[src/rtl/isa_pkg.sv]
// isa_pkg: shared ISA decode types used by front-end and EX blocks.
//   decode_ctrl_t - packed decoded control word carried with each
//                   control-flow instruction down the pipeline.
package isa_pkg;

  typedef struct packed {
    logic       is_branch;  // conditional branch
    logic       is_jal;     // direct jump
    logic       is_jalr;    // indirect jump
    logic [2:0] funct3;     // branch condition encoding
  } decode_ctrl_t;

endpackage

[src/rtl/branch_resolve_queue_if.sv]
// branch_resolve_queue_if: bundles the fetch allocation channel, the EX
// resolution channel, the redirect output and the BHT update stream of
// branch_resolve_queue.
//   master modport - pipeline side: drives alloc_* / res_*, observes the rest.
//   slave  modport - the queue itself.
interface branch_resolve_queue_if;
  import isa_pkg::*;

  // fetch -> queue
  logic         alloc_valid;
  logic         alloc_ready;
  logic [31:0]  alloc_pc;
  decode_ctrl_t alloc_ctrl;
  logic         alloc_pred_taken;
  logic [31:0]  alloc_pred_target;

  // EX -> queue
  logic         res_valid;
  logic         res_ready;
  logic         res_taken;
  logic [31:0]  res_target;

  // queue -> fetch redirect
  logic         redirect_valid;
  logic [31:0]  redirect_pc;

  // queue -> BHT update
  logic         upd_valid;
  decode_ctrl_t upd_ctrl;
  logic [31:0]  upd_pc;
  logic         upd_taken;

  modport master (
    output alloc_valid, alloc_pc, alloc_ctrl, alloc_pred_taken, alloc_pred_target,
    output res_valid, res_taken, res_target,
    input  alloc_ready, res_ready,
    input  redirect_valid, redirect_pc,
    input  upd_valid, upd_ctrl, upd_pc, upd_taken
  );

  modport slave (
    input  alloc_valid, alloc_pc, alloc_ctrl, alloc_pred_taken, alloc_pred_target,
    input  res_valid, res_taken, res_target,
    output alloc_ready, res_ready,
    output redirect_valid, redirect_pc,
    output upd_valid, upd_ctrl, upd_pc, upd_taken
  );

endinterface

[src/rtl/branch_resolve_queue.sv]
// branch_resolve_queue: in-order tracker of predicted control-flow
// instructions. Fetch allocates one entry per predicted branch; EX resolves
// the oldest entry. Every resolution produces a registered BHT update; a
// wrong prediction additionally produces a registered redirect and empties
// the queue (all younger entries are on the wrong path).
//
// Ports:
//   clk, rst_n  - clock, synchronous active-low reset
//   flush       - external pipeline flush, empties the queue
//   brq         - branch_resolve_queue_if.slave (alloc / res / redirect / upd)
//   count       - occupancy, decoded from registered pointers
//   perf_branches, perf_mispredicts - only when BRQ_PERF_CNT_EN is defined
//
// Optional feature macro: BRQ_PERF_CNT_EN (performance counters).
module branch_resolve_queue
  import isa_pkg::*;
#(
  parameter int DEPTH = 8
) (
  input  logic                   clk,
  input  logic                   rst_n,
  input  logic                   flush,
  branch_resolve_queue_if.slave  brq,
  output logic [$clog2(DEPTH):0] count
`ifdef BRQ_PERF_CNT_EN
  ,
  output logic [31:0]            perf_branches,
  output logic [31:0]            perf_mispredicts
`endif
);

  localparam int AW = $clog2(DEPTH);
  localparam int PW = AW + 1;
  localparam logic [PW-1:0] DEPTH_C = PW'(DEPTH);

  // A wrong prediction is a direction mismatch, or a taken branch whose
  // predicted target differs from the real one.
  function automatic logic is_mispredict(
    input logic        pred_taken,
    input logic [31:0] pred_target,
    input logic        act_taken,
    input logic [31:0] act_target
  );
    return (pred_taken != act_taken) || (act_taken && (pred_target != act_target));
  endfunction

  // Architecturally correct next PC after the branch; wraps modulo 2^32.
  function automatic logic [31:0] correct_pc(
    input logic        act_taken,
    input logic [31:0] act_target,
    input logic [31:0] pc
  );
    return act_taken ? act_target : (pc + 32'd4);
  endfunction

  // Entry storage (no reset: contents only matter between valid pointers)
  logic [31:0]      pc_mem   [DEPTH];
  decode_ctrl_t     ctrl_mem [DEPTH];
  logic [31:0]      tgt_mem  [DEPTH];
  logic [DEPTH-1:0] pt_mem;

  logic [PW-1:0] wr_ptr, rd_ptr;
  logic [AW-1:0] wr_idx, rd_idx;

  logic          push, pop;
  logic          mispred;
  logic          clear_q;
  logic [31:0]   head_pc;
  decode_ctrl_t  head_ctrl;
  logic          head_pt;
  logic [31:0]   head_tgt;

  // Registered outputs
  logic          redirect_vld_p1;
  logic [31:0]   redirect_pc_p1;
  logic          upd_vld_p1;
  logic [31:0]   upd_pc_p1;
  decode_ctrl_t  upd_ctrl_p1;
  logic          upd_taken_p1;

  assign wr_idx = wr_ptr[AW-1:0];
  assign rd_idx = rd_ptr[AW-1:0];

  // Occupancy and ready flags depend on the registered pointers only.
  assign count           = wr_ptr - rd_ptr;
  assign brq.alloc_ready = (count != DEPTH_C);
  assign brq.res_ready   = (count != '0);

  assign push = brq.alloc_valid && brq.alloc_ready;
  assign pop  = brq.res_valid   && brq.res_ready;

  assign head_pc   = pc_mem[rd_idx];
  assign head_ctrl = ctrl_mem[rd_idx];
  assign head_pt   = pt_mem[rd_idx];
  assign head_tgt  = tgt_mem[rd_idx];

  assign mispred = pop && is_mispredict(head_pt, head_tgt, brq.res_taken, brq.res_target);

  // Either event discards every in-flight entry, including a same-cycle push.
  assign clear_q = mispred || flush;

  // ---- stage p0: entry write ----
  always_ff @(posedge clk) begin
    if (push && !clear_q) begin
      pc_mem[wr_idx]   <= brq.alloc_pc;
      ctrl_mem[wr_idx] <= brq.alloc_ctrl;
      pt_mem[wr_idx]   <= brq.alloc_pred_taken;
      tgt_mem[wr_idx]  <= brq.alloc_pred_target;
    end
  end

  // ---- stage p0: pointers ----
  always_ff @(posedge clk) begin
    if (!rst_n) begin
      wr_ptr <= '0;
      rd_ptr <= '0;
    end else if (clear_q) begin
      wr_ptr <= '0;
      rd_ptr <= '0;
    end else begin
      if (push) wr_ptr <= wr_ptr + PW'(1);
      if (pop)  rd_ptr <= rd_ptr + PW'(1);
    end
  end

  // ---- stage p1: registered update / redirect ----
  always_ff @(posedge clk) begin
    if (!rst_n) begin
      upd_vld_p1      <= 1'b0;
      upd_pc_p1       <= '0;
      upd_ctrl_p1     <= '0;
      upd_taken_p1    <= 1'b0;
      redirect_vld_p1 <= 1'b0;
      redirect_pc_p1  <= '0;
    end else begin
      // flush does not mask the update of a branch resolving this cycle
      upd_vld_p1      <= pop;
      redirect_vld_p1 <= mispred;
      if (pop) begin
        upd_pc_p1    <= head_pc;
        upd_ctrl_p1  <= head_ctrl;
        upd_taken_p1 <= brq.res_taken;
      end
      if (mispred) begin
        redirect_pc_p1 <= correct_pc(brq.res_taken, brq.res_target, head_pc);
      end
    end
  end

  assign brq.upd_valid      = upd_vld_p1;
  assign brq.upd_pc         = upd_pc_p1;
  assign brq.upd_ctrl       = upd_ctrl_p1;
  assign brq.upd_taken      = upd_taken_p1;
  assign brq.redirect_valid = redirect_vld_p1;
  assign brq.redirect_pc    = redirect_pc_p1;

`ifdef BRQ_PERF_CNT_EN
  // ---- stage p1: performance counters (free-running, wrap at 2^32) ----
  always_ff @(posedge clk) begin
    if (!rst_n) begin
      perf_branches    <= '0;
      perf_mispredicts <= '0;
    end else begin
      if (pop)     perf_branches    <= perf_branches + 32'd1;
      if (mispred) perf_mispredicts <= perf_mispredicts + 32'd1;
    end
  end
`endif

endmodule
[src/flat_wrapper.sv]
// flat-port wrapper written by rule: the top's interface ports become plain ports
module branch_resolve_queue_flat import isa_pkg::*;
#(
  parameter int DEPTH = 8
)
  (clk, rst_n, flush, count, brq_alloc_valid, brq_alloc_pc, brq_alloc_ctrl, brq_alloc_pred_taken, brq_alloc_pred_target, brq_res_valid, brq_res_taken, brq_res_target, brq_alloc_ready, brq_res_ready, brq_redirect_valid, brq_redirect_pc, brq_upd_valid, brq_upd_ctrl, brq_upd_pc, brq_upd_taken);
  branch_resolve_queue_if brq_i ();
  input  logic clk;
  input  logic rst_n;
  input  logic flush;
  output logic [$clog2(DEPTH):0] count;
  input wire logic [$bits(brq_i.alloc_valid)-1:0] brq_alloc_valid;
  input wire logic [$bits(brq_i.alloc_pc)-1:0] brq_alloc_pc;
  input wire logic [$bits(brq_i.alloc_ctrl)-1:0] brq_alloc_ctrl;
  input wire logic [$bits(brq_i.alloc_pred_taken)-1:0] brq_alloc_pred_taken;
  input wire logic [$bits(brq_i.alloc_pred_target)-1:0] brq_alloc_pred_target;
  input wire logic [$bits(brq_i.res_valid)-1:0] brq_res_valid;
  input wire logic [$bits(brq_i.res_taken)-1:0] brq_res_taken;
  input wire logic [$bits(brq_i.res_target)-1:0] brq_res_target;
  output wire logic [$bits(brq_i.alloc_ready)-1:0] brq_alloc_ready;
  output wire logic [$bits(brq_i.res_ready)-1:0] brq_res_ready;
  output wire logic [$bits(brq_i.redirect_valid)-1:0] brq_redirect_valid;
  output wire logic [$bits(brq_i.redirect_pc)-1:0] brq_redirect_pc;
  output wire logic [$bits(brq_i.upd_valid)-1:0] brq_upd_valid;
  output wire logic [$bits(brq_i.upd_ctrl)-1:0] brq_upd_ctrl;
  output wire logic [$bits(brq_i.upd_pc)-1:0] brq_upd_pc;
  output wire logic [$bits(brq_i.upd_taken)-1:0] brq_upd_taken;
  assign brq_i.alloc_valid = brq_alloc_valid;
  assign brq_i.alloc_pc = brq_alloc_pc;
  assign brq_i.alloc_ctrl = brq_alloc_ctrl;
  assign brq_i.alloc_pred_taken = brq_alloc_pred_taken;
  assign brq_i.alloc_pred_target = brq_alloc_pred_target;
  assign brq_i.res_valid = brq_res_valid;
  assign brq_i.res_taken = brq_res_taken;
  assign brq_i.res_target = brq_res_target;
  assign brq_alloc_ready = brq_i.alloc_ready;
  assign brq_res_ready = brq_i.res_ready;
  assign brq_redirect_valid = brq_i.redirect_valid;
  assign brq_redirect_pc = brq_i.redirect_pc;
  assign brq_upd_valid = brq_i.upd_valid;
  assign brq_upd_ctrl = brq_i.upd_ctrl;
  assign brq_upd_pc = brq_i.upd_pc;
  assign brq_upd_taken = brq_i.upd_taken;
  branch_resolve_queue #(.DEPTH(DEPTH)) u_core (.clk(clk), .rst_n(rst_n), .flush(flush), .brq(brq_i), .count(count));
endmodule
[config.mk]
export PLATFORM = sky130hd
export DESIGN_NAME = branch_resolve_queue_flat
export DESIGN_NICKNAME = d
export VERILOG_FILES = /design/src/rtl/isa_pkg.sv /design/src/rtl/branch_resolve_queue_if.sv /design/src/rtl/branch_resolve_queue.sv /design/src/flat_wrapper.sv
export SDC_FILE = /design/constraint.sdc
export NUM_CORES = 1
export LEC_CHECK = 0
export ABC_AREA = 1
export ABC_CLOCK_PERIOD_IN_PS = 10000
export CORE_MARGIN = 5
export CORE_UTILIZATION = 60
export CTS_CLUSTER_SIZE = 14
export DETAILED_ROUTE_END_ITERATION = 8
export DONT_BUFFER_PORTS = 1
export GPL_ROUTABILITY_DRIVEN = 0
export PLACE_DENSITY = 0.8
export SETUP_SLACK_MARGIN = 0.1
export SYNTH_ARGS = -nofsm -noshare
export SYNTH_HDL_FRONTEND = slang
export SYNTH_SLANG_ARGS = --single-unit
[constraint.sdc]
create_clock -name clk -period 10 [get_ports clk]
set_clock_uncertainty 0.2 [all_clocks]
set_input_delay 2 -clock clk [delete_from_list [all_inputs] [get_ports clk]]
set_output_delay 2 -clock clk [all_outputs]
set_load 0.02 [all_outputs]
==> run_results.csv <==
group,metric,value,unit
grt,grt_pass1_vias,21048,
timing,min_period,6640,ps
hold_path,whs_path_depth,4,
yosys,synth_area_leaders,"edfxtp_1 (58%), nand2_1 (13%), dfxtp_1 (5.7%), inv_1 (5.6%), nand3_1 (5.2%)",
cts,h-tree-depth,3,
worst_setup_path,crit_required,10030,ps
timing,min_period_over_period,0.664,
die,dieArea,53300,um^2
grt,met1_usage,0.372,
yosys,syn-num-nets,3241,
yosys,synth_area,29300,um^2
yosys,syn_avg_cell_area,9.37,um^2
grt,grt_max_degree,98,
run,cap_violations,0,
timing,fin_tns_setup,0,ps
yosys,synth-seq-cells,652,
yosys,seq_area_frac_synth,0.640,
grt,grtUsageMet2,0.458,
cts,cts_setup_buffers,0,
cts,cts_made_buffers,66,
die,die_h,231,um
worst_setup_path,r2r_setup_slack,3360,ps
yosys,synth_cell_types,35,
die,core_area,48600,um^2
cells_and_area,nets,3191,
yosys,synthArstFlopShare,0,
timing,fin_hold_ws,363,ps
cts,cts_resized,0,
worst_setup_path,cp_max_fo,70,
die,fp-row-count,81,
die,die_w,231,um
cts,clk_latency,610,ps
routing,vias,21683,
cts,cts_sinks,652,
grt,antenna_found_initial,3,
routing,wirelength,79500,um
yosys,netlist.top_cell.by_area,"edfxtp_1",
cells_and_area,syn2layout_area_growth,8.46,%
yosys,synth-edff-count,568,
pwr,internal-power,4.66,mW
timing,worst_pin_slew,1370,ps
cells_and_area,final_common_cell,"nand2_1",
place,place_ws,3520,ps
yosys,netlist_instances,3125,
cts,clock_path_buffers,3,
worst_setup_path,start_kind,"flop",
cells_and_area,drive_gt1_frac,0.0467,
cts,cts_tree,"yes",
cts,path_clk_slew,60,ps
grt,top_usage_layer,"met2",
grt,use_met3,0.101,
routing,viasPerCell,5.78,
routing,first_pass_iters,6,
pwr,p_switching,1.44,mW
timing,finalHoldViolCount,0,
timing,setup_viol,0,
timing,rsz0062_at_grt,"false",
hold_path,hold_path.class,"reg2reg",
routing,wl_per_cell,21.2,um
worst_setup_path,worstRegToRegCells,18,
pwr,swShare,0.236,
cts,root_buffer,"clkbuf_16",
timing,max_clock_freq,0.151,GHz
pwr,powerDensity,192,nW/um^2
place,hpwlAfterDp,49200,um
pwr,vdd_drop_max,0.166,mV
timing,slew-limit-headroom,0.0882,
status,status,"complete, no violations",
pwr,p_leak,13.4,nW
worst_setup_path,crit_path_end_kind,"flop",
yosys,synth_top_flop_cell,"edfxtp_1",
timing,slew_violations,0,
die,initial_core_util,0.602,
cts,holdBufCountCts,0,
cells_and_area,layout_common_cells,"nand2_1 (1038), edfxtp_1 (568), inv_1 (434)",
pwr,p_comb_frac,0.076,
grt,grtUsageTotal,0.294,
routing,drt_iter0_markers,3031,
yosys,yosysTopAreaCellShare,0.583,
place,port_buffers,0,
timing,setup_ws,3360,ps
cells_and_area,fin_util,0.653,
pwr,seqPwrFrac,0.512,
routing,detail-route-antenna-nets,0,
worst_setup_path,arrival,6670,ps
routing,drc,0,
grt,grt_pass1_wl,120000,um
yosys,synth_warnings,0,
worst_setup_path,path_class,"reg2reg",
grt,overflow,0,
pwr,clockPowerShare,0.411,
die,num_io_pins,188,
-- logic make-up after synthesis --
| kind of cell | synth area share |
|---|---|
| compound gates | 0.0383 |
| xor+xnor | 0.00539 |
| fa+ha+maj | 0.00325 |
| buf+inv | 0.0824 |
| flops | 0.640 |
| simple gates | 0.230 |
-- registers in the layout (all words and copies together), names as in the netlist, named ones only --
signal                     flops
u_core.pc_mem                256
u_core.tgt_mem               256
u_core.ctrl_mem               48
u_core.brq.redirect_pc        32
u_core.brq.upd_pc             32
u_core.pt_mem                  8
u_core.brq.upd_ctrl            6
u_core.rd_ptr                  4
u_core.wr_ptr                  4
u_core.brq.redirect_valid      1
u_core.brq.upd_taken           1
u_core.brq.upd_valid           1
-- cell usage after synthesis, types with 8 or more instances --
cell,count
clkbuf_1,45
edfxtp_1,568
nand3_1,303
buf_4,23
nand4_1,13
inv_1,436
buf_2,59
dfxtp_1,84
nand2_1,1038
o22ai_1,14
nor2_1,263
a31oi_1,11
o21ai_0,107
a21oi_1,44
buf_6,8
nand3b_1,19
o21ai_1,26
xor2_1,13
-- per-stage QoR --
| step | total power [mW] | instance area, um^2 | instances |
|---|---|---|---|
| 3_5_place_dp | 3.63 | 29500 | 3629 |
| 2_1_floorplan | 3.50 | 29300 | 3125 |
| 6_report | 6.10 | 31700 | 3750 |
| 5_1_grt | 6.29 | 31700 | 3748 |
| 3_3_place_gp | 3.61 | 29500 | 3629 |
| 4_1_cts | 6.10 | 31700 | 3748 |
-- area by class of cell --
type	instances	area, um^2
Sequential cell	652	18700
Fill cell	3634	16900
Multi-Input combinational cell	1890	8170
Clock buffer	90	1860
Inverter	441	1660
Tap cell	622	778
Clock inverter	29	344
Timing Repair Buffer	24	180
Antenna cell	2	5.00
-- final timing paths --
check	startpoint	endpoint
worst max-delay path	flop	u_core.tgt_mem[2][2]
worst min-delay path	u_core.wr_ptr[0]	u_core.wr_ptr[0]
worst max register to register	flop	u_core.tgt_mem[2][2]
worst min register to register	u_core.wr_ptr[0]	u_core.wr_ptr[0]
-- critical path, cell delays in order, from the launching register on --
cell and delay (ps):
dfxtp_4 780, clkinv_2 1140, nor2_1 380, o21ai_0 160, nand2_1 120, nand2_1 70
nand2_1 110, nand2_1 60, nand2_1 120, inv_1 60, nor2_1 190, nand2_1 80
nor2_1 100, nand2_1 120, nand2_4 400, nand2_1 310, nor3_2 570, buf_4 530
buf_4 650
-- metal layers --
layer | wire (um) | up-vias
met3 | 10700 | 263
met4 | 4450 | 0
met1 | 28200 | 10062
li1 | - | 9987
met5 | 0 | -
met2 | 36100 | 1371
-- power by group through the flow --
stage                     clock network [mW]  logic [mW]  registers (mW)
after floorplan                            0       0.337            3.16
after global placement                     0       0.434            3.18
after detailed placement                   0       0.447            3.18
after CTS                               2.52       0.453            3.13
after global routing                    2.65       0.510            3.13
final                                   2.51       0.465            3.13
(Power assumes the default switching activity.)
